$ cat src/rtl/core_pkg.sv
// -----------------------------------------------------------------------------
// core_pkg
// Shared types for the next-PC unit: PC source select encoding, PC unit state
// encoding and the default datapath width.
// Optional feature macro used by the files importing this package: RVC_EN.
// -----------------------------------------------------------------------------
package core_pkg;

    localparam int XLEN_DEFAULT = 32;

    // Source of the next PC, matching the 2-bit pc_src encoding.
    typedef enum logic [1:0] {
        PC_SEQ  = 2'b00,
        PC_BR   = 2'b01,
        PC_JAL  = 2'b10,
        PC_JALR = 2'b11
    } pc_src_e;

    // BOOT: first fetch not yet issued; RUN: real fetches; TRAP: one bubble.
    typedef enum logic [1:0] {
        BOOT = 2'b00,
        RUN  = 2'b01,
        TRAP = 2'b10
    } pc_state_e;

endpackage

$ cat src/rtl/pc_next_unit_if.sv
// -----------------------------------------------------------------------------
// pc_next_unit_if
// Bundles the control/target inputs and the PC-side outputs of pc_next_unit.
//   master : drives stall, pc_src, pc_branch, alu_result, redir_valid,
//            redir_target (and is_compressed when RVC_EN is defined);
//            observes pc, pc_plus4, fetch_valid, misalign, misalign_addr,
//            redir_count.
//   slave  : the pc_next_unit side (mirror of master).
// Optional feature macro: RVC_EN adds is_compressed.
// -----------------------------------------------------------------------------
interface pc_next_unit_if #(
    parameter int XLEN  = 32,
    parameter int CNT_W = 16
);
`ifdef RVC_EN
    logic             is_compressed;
`endif
    logic             stall;
    logic [1:0]       pc_src;
    logic [XLEN-1:0]  pc_branch;
    logic [XLEN-1:0]  alu_result;
    logic             redir_valid;
    logic [XLEN-1:0]  redir_target;
    logic [XLEN-1:0]  pc;
    logic [XLEN-1:0]  pc_plus4;
    logic             fetch_valid;
    logic             misalign;
    logic [XLEN-1:0]  misalign_addr;
    logic [CNT_W-1:0] redir_count;

    modport master (
`ifdef RVC_EN
        output is_compressed,
`endif
        output stall, pc_src, pc_branch, alu_result, redir_valid, redir_target,
        input  pc, pc_plus4, fetch_valid, misalign, misalign_addr, redir_count
    );

    modport slave (
`ifdef RVC_EN
        input  is_compressed,
`endif
        input  stall, pc_src, pc_branch, alu_result, redir_valid, redir_target,
        output pc, pc_plus4, fetch_valid, misalign, misalign_addr, redir_count
    );
endinterface

$ cat src/rtl/pc_target_sel.sv
// -----------------------------------------------------------------------------
// pc_target_sel
// Combinational next-PC target select plus misalignment flag.
//   pc_src_i     : source select (seq / branch / JAL / JALR)
//   pc_plus4_i   : sequential successor
//   pc_branch_i  : branch/JAL target
//   alu_result_i : JALR target before LSB clear
//   target_o     : selected target
//   misalign_o   : non-sequential target not aligned to the fetch granule
// Optional feature macro: RVC_EN (halfword alignment instead of word).
// -----------------------------------------------------------------------------
module pc_target_sel
    import core_pkg::*;
#(
    parameter int XLEN = XLEN_DEFAULT
) (
    input  pc_src_e         pc_src_i,
    input  logic [XLEN-1:0] pc_plus4_i,
    input  logic [XLEN-1:0] pc_branch_i,
    input  logic [XLEN-1:0] alu_result_i,
    output logic [XLEN-1:0] target_o,
    output logic            misalign_o
);

    logic [XLEN-1:0] target_s;
    logic            unaligned_s;

    // Source mux; JALR drops bit 0 before the alignment check sees it.
    always_comb begin
        target_s = pc_plus4_i;
        case (pc_src_i)
            PC_SEQ:  target_s = pc_plus4_i;
            PC_BR:   target_s = pc_branch_i;
            PC_JAL:  target_s = pc_branch_i;
            PC_JALR: target_s = {alu_result_i[XLEN-1:1], 1'b0};
            default: target_s = pc_plus4_i;
        endcase
    end

    // Alignment granule: halfword with compressed support, word otherwise.
    always_comb begin
`ifdef RVC_EN
        unaligned_s = target_s[0];
`else
        unaligned_s = (target_s[1:0] != 2'b00);
`endif
    end

    assign target_o   = target_s;
    assign misalign_o = (pc_src_i != PC_SEQ) && unaligned_s;

endmodule

$ cat src/rtl/pc_next_unit.sv
// -----------------------------------------------------------------------------
// pc_next_unit
// Owns the architectural PC. Chooses the next PC from sequential, branch, JAL,
// JALR or an external redirect, traps misaligned control-flow targets to
// TRAP_VECTOR with a one-cycle bubble, and counts non-sequential updates.
//   clk  : core clock
//   rst  : synchronous active-high reset (overrides stall)
//   bus  : pc_next_unit_if.slave (control inputs, PC-side outputs)
// Optional feature macro: RVC_EN (is_compressed selects +2/+4 increment and
// relaxes alignment to halfword).
// -----------------------------------------------------------------------------
module pc_next_unit
    import core_pkg::*;
#(
    parameter int              XLEN         = XLEN_DEFAULT,
    parameter logic [XLEN-1:0] RESET_VECTOR = XLEN'(32'h0000_0000),
    parameter logic [XLEN-1:0] TRAP_VECTOR  = XLEN'(32'h0000_0004),
    parameter int              CNT_W        = 16
) (
    input  logic            clk,
    input  logic            rst,
    pc_next_unit_if.slave   bus
);

    logic [XLEN-1:0]  pc_q, pc_d;
    pc_state_e        state_q, state_d;
    logic             fetch_valid_q, fetch_valid_d;
    logic             misalign_q, misalign_d;
    logic [XLEN-1:0]  maddr_q, maddr_d;
    logic [CNT_W-1:0] cnt_q, cnt_d;
    logic             cnt_inc_s;
    logic [XLEN-1:0]  incr_s;
    logic [XLEN-1:0]  pc_plus4_s;
    logic [XLEN-1:0]  target_s;
    logic             target_misalign_s;

    // Sequential increment: 2 for compressed instructions when enabled.
    always_comb begin
`ifdef RVC_EN
        if (bus.is_compressed) begin
            incr_s = XLEN'(32'd2);
        end else begin
            incr_s = XLEN'(32'd4);
        end
`else
        incr_s = XLEN'(32'd4);
`endif
    end

    assign pc_plus4_s = pc_q + incr_s;

    pc_target_sel #(.XLEN(XLEN)) u_target_sel (
        .pc_src_i     (pc_src_e'(bus.pc_src)),
        .pc_plus4_i   (pc_plus4_s),
        .pc_branch_i  (bus.pc_branch),
        .alu_result_i (bus.alu_result),
        .target_o     (target_s),
        .misalign_o   (target_misalign_s)
    );

    // Next-state decision: redirect beats misaligned trap beats normal select.
    always_comb begin
        pc_d       = pc_q;
        state_d    = state_q;
        maddr_d    = maddr_q;
        misalign_d = 1'b0;
        cnt_inc_s  = 1'b0;
        if (bus.stall) begin
            pc_d = pc_q;
        end else begin
            case (state_q)
                BOOT: begin
                    state_d = RUN;
                end
                RUN: begin
                    if (bus.redir_valid) begin
                        pc_d      = bus.redir_target;
                        cnt_inc_s = 1'b1;
                    end else if (target_misalign_s) begin
                        pc_d       = TRAP_VECTOR;
                        maddr_d    = target_s;
                        misalign_d = 1'b1;
                        state_d    = TRAP;
                        cnt_inc_s  = 1'b1;
                    end else begin
                        pc_d      = target_s;
                        cnt_inc_s = (bus.pc_src != 2'b00);
                    end
                end
                TRAP: begin
                    state_d = RUN;
                    if (bus.redir_valid) begin
                        pc_d      = bus.redir_target;
                        cnt_inc_s = 1'b1;
                    end else begin
                        pc_d = pc_q;
                    end
                end
                default: begin
                    state_d = BOOT;
                    pc_d    = RESET_VECTOR;
                end
            endcase
        end
    end

    // Saturating counter and registered fetch_valid decode.
    always_comb begin
        if (cnt_inc_s && (cnt_q != {CNT_W{1'b1}})) begin
            cnt_d = cnt_q + CNT_W'(1);
        end else begin
            cnt_d = cnt_q;
        end
        fetch_valid_d = (state_d == RUN);
    end

    // State, PC and status registers with synchronous reset.
    always_ff @(posedge clk) begin
        if (rst) begin
            pc_q          <= RESET_VECTOR;
            state_q       <= BOOT;
            fetch_valid_q <= 1'b0;
            misalign_q    <= 1'b0;
            maddr_q       <= {XLEN{1'b0}};
            cnt_q         <= {CNT_W{1'b0}};
        end else begin
            pc_q          <= pc_d;
            state_q       <= state_d;
            fetch_valid_q <= fetch_valid_d;
            misalign_q    <= misalign_d;
            maddr_q       <= maddr_d;
            cnt_q         <= cnt_d;
        end
    end

    assign bus.pc            = pc_q;
    assign bus.pc_plus4      = pc_plus4_s;
    assign bus.fetch_valid   = fetch_valid_q;
    assign bus.misalign      = misalign_q;
    assign bus.misalign_addr = maddr_q;
    assign bus.redir_count   = cnt_q;

endmodule

$ cat src/flat_wrapper.sv
// flat-port wrapper written by rule: the top's interface ports become plain ports
module pc_next_unit_flat import core_pkg::*;
#(
    parameter int              XLEN         = XLEN_DEFAULT,
    parameter logic [XLEN-1:0] RESET_VECTOR = XLEN'(32'h0000_0000),
    parameter logic [XLEN-1:0] TRAP_VECTOR  = XLEN'(32'h0000_0004),
    parameter int              CNT_W        = 16
)
  (clk, rst, bus_stall, bus_pc_src, bus_pc_branch, bus_alu_result, bus_redir_valid, bus_redir_target, bus_pc, bus_pc_plus4, bus_fetch_valid, bus_misalign, bus_misalign_addr, bus_redir_count);
  pc_next_unit_if #(.XLEN(XLEN), .CNT_W(CNT_W)) bus_i ();
  input  logic clk;
  input  logic rst;
  input wire logic [$bits(bus_i.stall)-1:0] bus_stall;
  input wire logic [$bits(bus_i.pc_src)-1:0] bus_pc_src;
  input wire logic [$bits(bus_i.pc_branch)-1:0] bus_pc_branch;
  input wire logic [$bits(bus_i.alu_result)-1:0] bus_alu_result;
  input wire logic [$bits(bus_i.redir_valid)-1:0] bus_redir_valid;
  input wire logic [$bits(bus_i.redir_target)-1:0] bus_redir_target;
  output wire logic [$bits(bus_i.pc)-1:0] bus_pc;
  output wire logic [$bits(bus_i.pc_plus4)-1:0] bus_pc_plus4;
  output wire logic [$bits(bus_i.fetch_valid)-1:0] bus_fetch_valid;
  output wire logic [$bits(bus_i.misalign)-1:0] bus_misalign;
  output wire logic [$bits(bus_i.misalign_addr)-1:0] bus_misalign_addr;
  output wire logic [$bits(bus_i.redir_count)-1:0] bus_redir_count;
  assign bus_i.stall = bus_stall;
  assign bus_i.pc_src = bus_pc_src;
  assign bus_i.pc_branch = bus_pc_branch;
  assign bus_i.alu_result = bus_alu_result;
  assign bus_i.redir_valid = bus_redir_valid;
  assign bus_i.redir_target = bus_redir_target;
  assign bus_pc = bus_i.pc;
  assign bus_pc_plus4 = bus_i.pc_plus4;
  assign bus_fetch_valid = bus_i.fetch_valid;
  assign bus_misalign = bus_i.misalign;
  assign bus_misalign_addr = bus_i.misalign_addr;
  assign bus_redir_count = bus_i.redir_count;
  pc_next_unit #(.XLEN(XLEN), .RESET_VECTOR(RESET_VECTOR), .TRAP_VECTOR(TRAP_VECTOR), .CNT_W(CNT_W)) u_core (.clk(clk), .rst(rst), .bus(bus_i));
endmodule
$ cat config.mk
export PLATFORM = sky130hd
export DESIGN_NAME = pc_next_unit_flat
export DESIGN_NICKNAME = d
export VERILOG_FILES = /design/src/rtl/core_pkg.sv /design/src/rtl/pc_next_unit_if.sv /design/src/rtl/pc_target_sel.sv /design/src/rtl/pc_next_unit.sv /design/src/flat_wrapper.sv
export SDC_FILE = /design/constraint.sdc
export NUM_CORES = 1
export LEC_CHECK = 0
export CELL_PAD_IN_SITES_DETAIL_PLACEMENT = 0
export CELL_PAD_IN_SITES_GLOBAL_PLACEMENT = 1
export CORE_MARGIN = 2
export CORE_UTILIZATION = 29
export CTS_CLUSTER_DIAMETER = 80
export CTS_CLUSTER_SIZE = 10
export DETAILED_ROUTE_END_ITERATION = 16
export GPL_TIMING_DRIVEN = 0
export PLACE_DENSITY = 0.87
export SETUP_SLACK_MARGIN = 0.3
export SLEW_MARGIN = 20
export SYNTH_ARGS = -nofsm -noshare
export SYNTH_HDL_FRONTEND = slang
export SYNTH_HIERARCHICAL = 1
export SYNTH_SLANG_ARGS = --single-unit
$ cat constraint.sdc
create_clock -name clk -period 5 [get_ports clk]
set_input_delay 1.5 -clock clk [delete_from_list [all_inputs] [get_ports clk]]
set_output_delay 1.5 -clock clk [all_outputs]
set_load 0.05 [all_outputs]
After elaboration in Yosys (flattened, before gate mapping)
Cells that the tools add are included.
- register bits after elaboration: 84
- word-level logic and storage cells: 46
- add/sub/neg operators: 2
- equal/unequal tests: 8
- mux-type cells: 15
- bitwise gates (word level): 4
- reduce and logical (&&, ||, !) cells: 11
- operators by type and width (kind ; number):
    $pmux 32 s3 ; 2
    $mux 32 ; 3
    $add 32x3->32 const B ; 1
    $add 16x1->16 const B ; 1
    $ne 16x16->1 const B ; 1
    $eq 2x1->1 const B ; 3
    $eq 2x2->1 const B ; 3
    $mux 2 ; 3
    $mux 1 ; 5
    $logic_not 2->1 ; 2
    $not 1->1 ; 4
    $pmux 2 s2 ; 1
    $reduce_and 4->1 ; 1
    $reduce_bool 2->1 ; 2
    $reduce_or 2->1 ; 2
    $reduce_or 4->1 ; 1
    $reduce_and 3->1 ; 1
    $logic_and 1x1->1 ; 2
    $ne 2x2->1 const B ; 1
    $pmux 1 s2 ; 1

Depth between registers and ports, before layout
- word-level depth: 10
- gate-level depth with buffers: 12
- gate-level depth less buffers: 10

Hierarchy
Netlist, hierarchy kept.
- by module, submodules not included (module ; instances ; cells each ; area each (um^2) ; sequential area each (um^2)):
    pc_next_unit ; 1 ; 499 ; 4063.9 ; 1681.6
    pc_target_sel ; 1 ; 119 ; 701.9 ; 0.0

Least setup slack after synthesis
OpenSTA, ideal clock, no wires.
- path type: flip-flop to output port
- start point: reg u_core.pc_q[9] (netlist: u_core/bus.pc[9])
- end point: out bus_pc_plus4[24]
- arrival: 2760 ps
- setup slack: 740 ps
- stages on the path, launching flop included: 6
- cell sequence: dfxtp_1 -> nand4_1 -> or2_2 -> nor3_1 -> nand4_1 -> xnor2_1
- word-level cells in the longest chain between the ends: 1
- RTL lines (element ; RTL line ; text):
    start: declaration ; pc_next_unit.sv:25 ; logic [XLEN-1:0] pc_q, pc_d;
    start signal: assignment ; pc_next_unit.sv:127 ; pc_q <= pc_d;
    $add 32x3->32 ; pc_next_unit.sv:50 ; assign pc_plus4_s = pc_q + incr_s;
    end: declaration ; flat_wrapper.sv:20 ; output wire logic [$bits(bus_i.pc_plus4)-1:0] bus_pc_plus4;
Every way passes these cells.

Worst setup path in the final report
- start point: reg u_core.pc_q[3] (netlist: u_core/bus.pc[3])
- end point: out bus_pc_plus4[12]
The elaborated chain is that of the path after synthesis.

==> flow_summary.yaml <==
status:
  status: "finished clean"
die:
  dieArea_sq_um: 17500
  row_count: 46
  core_region_area_sq_um: 16000
  die_w_microns: 132
  initial_utilization_pct: 29.8
  ioPinCount: 216
  die_h_microns: 132
worst_setup_path:
  endpoint_kind: "output port"
  timing.rr.end: "u_core/bus.redir_count[13]$_SDFFE_PP0P_"
  worstSetupStartpoint: "u_core/bus.pc[3]$_SDFFE_PP0P_"
  r2r-start: "u_core/bus.pc[1]$_SDFFE_PP0P_"
  critical_path_class: "reg2out"
  ff2ff_setup_slack_ns: 2.33
  critPathMaxFanout: 5
  r2r_cells: 8
  worstSetupStartpointType: "flip-flop"
  required_ns: 3.50
  arrival_ns: 3.07
  endpoint: "bus_pc_plus4[12]"
timing:
  worst_slack_ns: 0.432
  hold_viol_final: 0
  rsz0062_at_grt: "false"
  min_period_over_period_pct: 91.4
  tightest_slew_ns: 0.730
  fmax_ghz: 0.219
  fin_crit_ns: 4.57
  relSlewSlack_pct: 51.3
  whs_ns: 0.453
  finalSetupViolations: 0
  finClkSkew_ns: 0.00966
  setup_tns_ns: 0
  slew_violations: 0
clock_tree:
  cts_max_level: 3
  clock_sinks: 84
  clk-insertion-delay-late_ns: 0.34
  root_buffer: "clkbuf_16"
  postCtsSetupBuffers: 0
  path_clk_slew_ns: 0.06
  cts_tree: "yes"
  cts_made_buffers: 9
  ctsHoldBuffers: 0
  clockBufferDepth: 2
finish:
  fin_cells: 1063
  area_growth_pct: 57.7
  diodes: 0
  multiInputGateArea_sq_um: 2800
  final_cell_mix: "204 x clkdlybuf4s50_1, 114 x nand2_1, 84 x dfxtp_1, 62 x a22oi_1, 57 x nor2_1"
  seqCellArea_sq_um: 1680
  layout.cells.most_common: "clkdlybuf4s50_1"
  layout-drive-gt1-share_pct: 5.08
  nets: 953
  fillers: 1659
power:
  pwr-share-clk_pct: 42.8
  p_switching_w: 0.000435
  p_int_w: 0.00126
  pwr-share-comb_pct: 17.1
  leakage_nw: 2.72
  p_seq_share_pct: 40.1
  p_sw_share_pct: 25.7
  p_per_area_nw_per_um2: 225
  peakVddDrop_mv: 0.151
logic_synthesis:
  ys_seq_elements: 84
  synth_top_area_cell: "dfxtp_1"
  synth.distinct_cells: 46
  avgSynthCellArea_sq_um: 7.71
  yosysWarnings: 6
  synth.top_cell.area_share_pct: 35.3
  syn_inst: 618
  syn_nets: 729
  synth-main-ff-cell: "dfxtp_1"
  ys_seq_area_share_pct: 35.3
  syn_area_sq_um: 4770
  synth-edff-count: 0
  synthArstFlopShare_pct: 0
  synth_area_leaders: "dfxtp_1 35%, a22oi_1 9.8%, nand2_1 9.0%"
grt:
  grtUsageTotal_pct: 21.8
  grt_pass1_wl_microns: 29800
  grt_max_degree: 14
  antenna_found_initial: 0
  grt_pass1_vias: 5284
  grt-ovfl-total: 0
drt:
  drc: 0
  routed_wl_microns: 19700
  drt_iter0_drc: 286
  ant_nets: 0
  via_per_inst: 5.11
  drtPass1Iterations: 5
  wl_per_cell_microns: 18.6
  num_vias: 5435
placement:
  hpwl_microns: 14900
  placed_cells: 1047
  pre_cts_slack_ns: 0.229
  portBuffers: 213
  gp_congestion: 0.810
run:
  max_cap_violations: 0
hold_path:
  min_path_type: "reg2reg"
state kept, by name, indices dropped and copies added (netlist names):
signal	cells
u_core/bus.misalign_addr	32
u_core/bus.redir_count	16
u_core/bus.pc	32
u_core/state_q	2
u_core/bus.fetch_valid	1
u_core/bus.misalign	1
Yosys cell counts (all sizes together), types with 4 or more instances:
cell type / n
and4: 6
nand2: 114
or3: 4
a21oi: 39
nor4: 4
o21a: 4
a22o: 32
o21ai: 39
clkbuf: 32
nor3: 5
a22oi: 62
buf: 16
inv: 13
nor2: 57
xor2: 9
nand4: 11
and3: 6
nand3: 20
ha: 9
xnor2: 26
and2: 5
dfxtp: 84
worst max-delay path: stages, from the launching register on:
cell and delay [ns]:
dfxtp_1 0.44, ha_1 0.23, nand3_1 0.27, nor2_1 0.48, and4_1 0.27, xor2_1 0.19, clkdlybuf4s50_1 0.84
area by class of cell:
class / instances / share of cell area [%]
Tap cell: 216 / 3.60
Inverter: 13 / 0.649
Multi-Input combinational cell: 473 / 37.2
Buffer: 48 / 3.23
Sequential cell: 84 / 22.4
Clock inverter: 4 / 0.966
Clock buffer: 12 / 3.28
Timing Repair Buffer: 213 / 28.7
worst min-delay path by stage:
stage	start	end	depth (start not counted)	slack, ns
after floorplan	u_core/state_q[1]$_SDFF_PP0_	u_core/state_q[1]$_SDFF_PP0_	2	0.54
after global placement	u_core/bus.misalign_addr[6]$_SDFFE_PP0P_	u_core/bus.misalign_addr[6]$_SDFFE_PP0P_	2	0.44
after detailed placement	u_core/bus.misalign_addr[13]$_SDFFE_PP0P_	u_core/bus.misalign_addr[13]$_SDFFE_PP0P_	2	0.45
after CTS	u_core/bus.misalign_addr[13]$_SDFFE_PP0P_	u_core/bus.misalign_addr[13]$_SDFFE_PP0P_	2	0.46
after global routing	u_core/bus.misalign_addr[24]$_SDFFE_PP0P_	u_core/bus.misalign_addr[24]$_SDFFE_PP0P_	2	0.47
final	u_core/bus.misalign_addr[13]$_SDFFE_PP0P_	u_core/bus.misalign_addr[13]$_SDFFE_PP0P_	2	0.45
layer usage:
layer  track usage (%)  share of wire (%)  vias up
met5                 0                  0        -
met4              5.26                1.2        0
met3              5.81                7.3       13
met2              37.5                 48      209
met1              27.3                 44     2562
li1                  -                  -     2651
power groups by stage:
stage | Clock, W | Combinational [W] | Sequential (W)
final | 0.000725 | 0.000290 | 0.000679
after global routing | 0.000764 | 0.000311 | 0.000679
after CTS | 0.000741 | 0.000290 | 0.000679
after detailed placement | 0 | 0.000289 | 0.000694
after global placement | 0 | 0.000287 | 0.000694
after floorplan | 0 | 0.000127 | 0.000708
kinds of logic after synthesis:
logic type | count (synthesis) | share of synthesized area, %
AND/OR/NAND/NOR | 242 | 22.8
XOR/XNOR | 35 | 6.43
flip-flops | 84 | 35.3
buffers and inverters | 61 | 6.09
adder cells (fa/ha/maj) | 9 | 2.36
multiplexers | 1 | 0.210
AO/OA/AOI/OAI | 186 | 26.8
metrics by stage:
| step | power (W) | area [sq um] | util [%] |
|---|---|---|---|
| after floorplan | 0.000835 | 4770 | - |
| after global placement | 0.000981 | 7170 | 44.8 |
| after detailed placement | 0.000983 | 7170 | 44.8 |
| after CTS | 0.00171 | 7490 | 46.8 |
| after global routing | 0.00175 | 7520 | 47.0 |
| final | 0.00169 | 7520 | 47.0 |
repair_timing:
item                       4_1_cts  5_1_grt
gates resized for setup          1       11
setup endpoints to repair        5       10
pin swaps                        0        0
No activity file was read; power rests on OpenSTA's default activity.
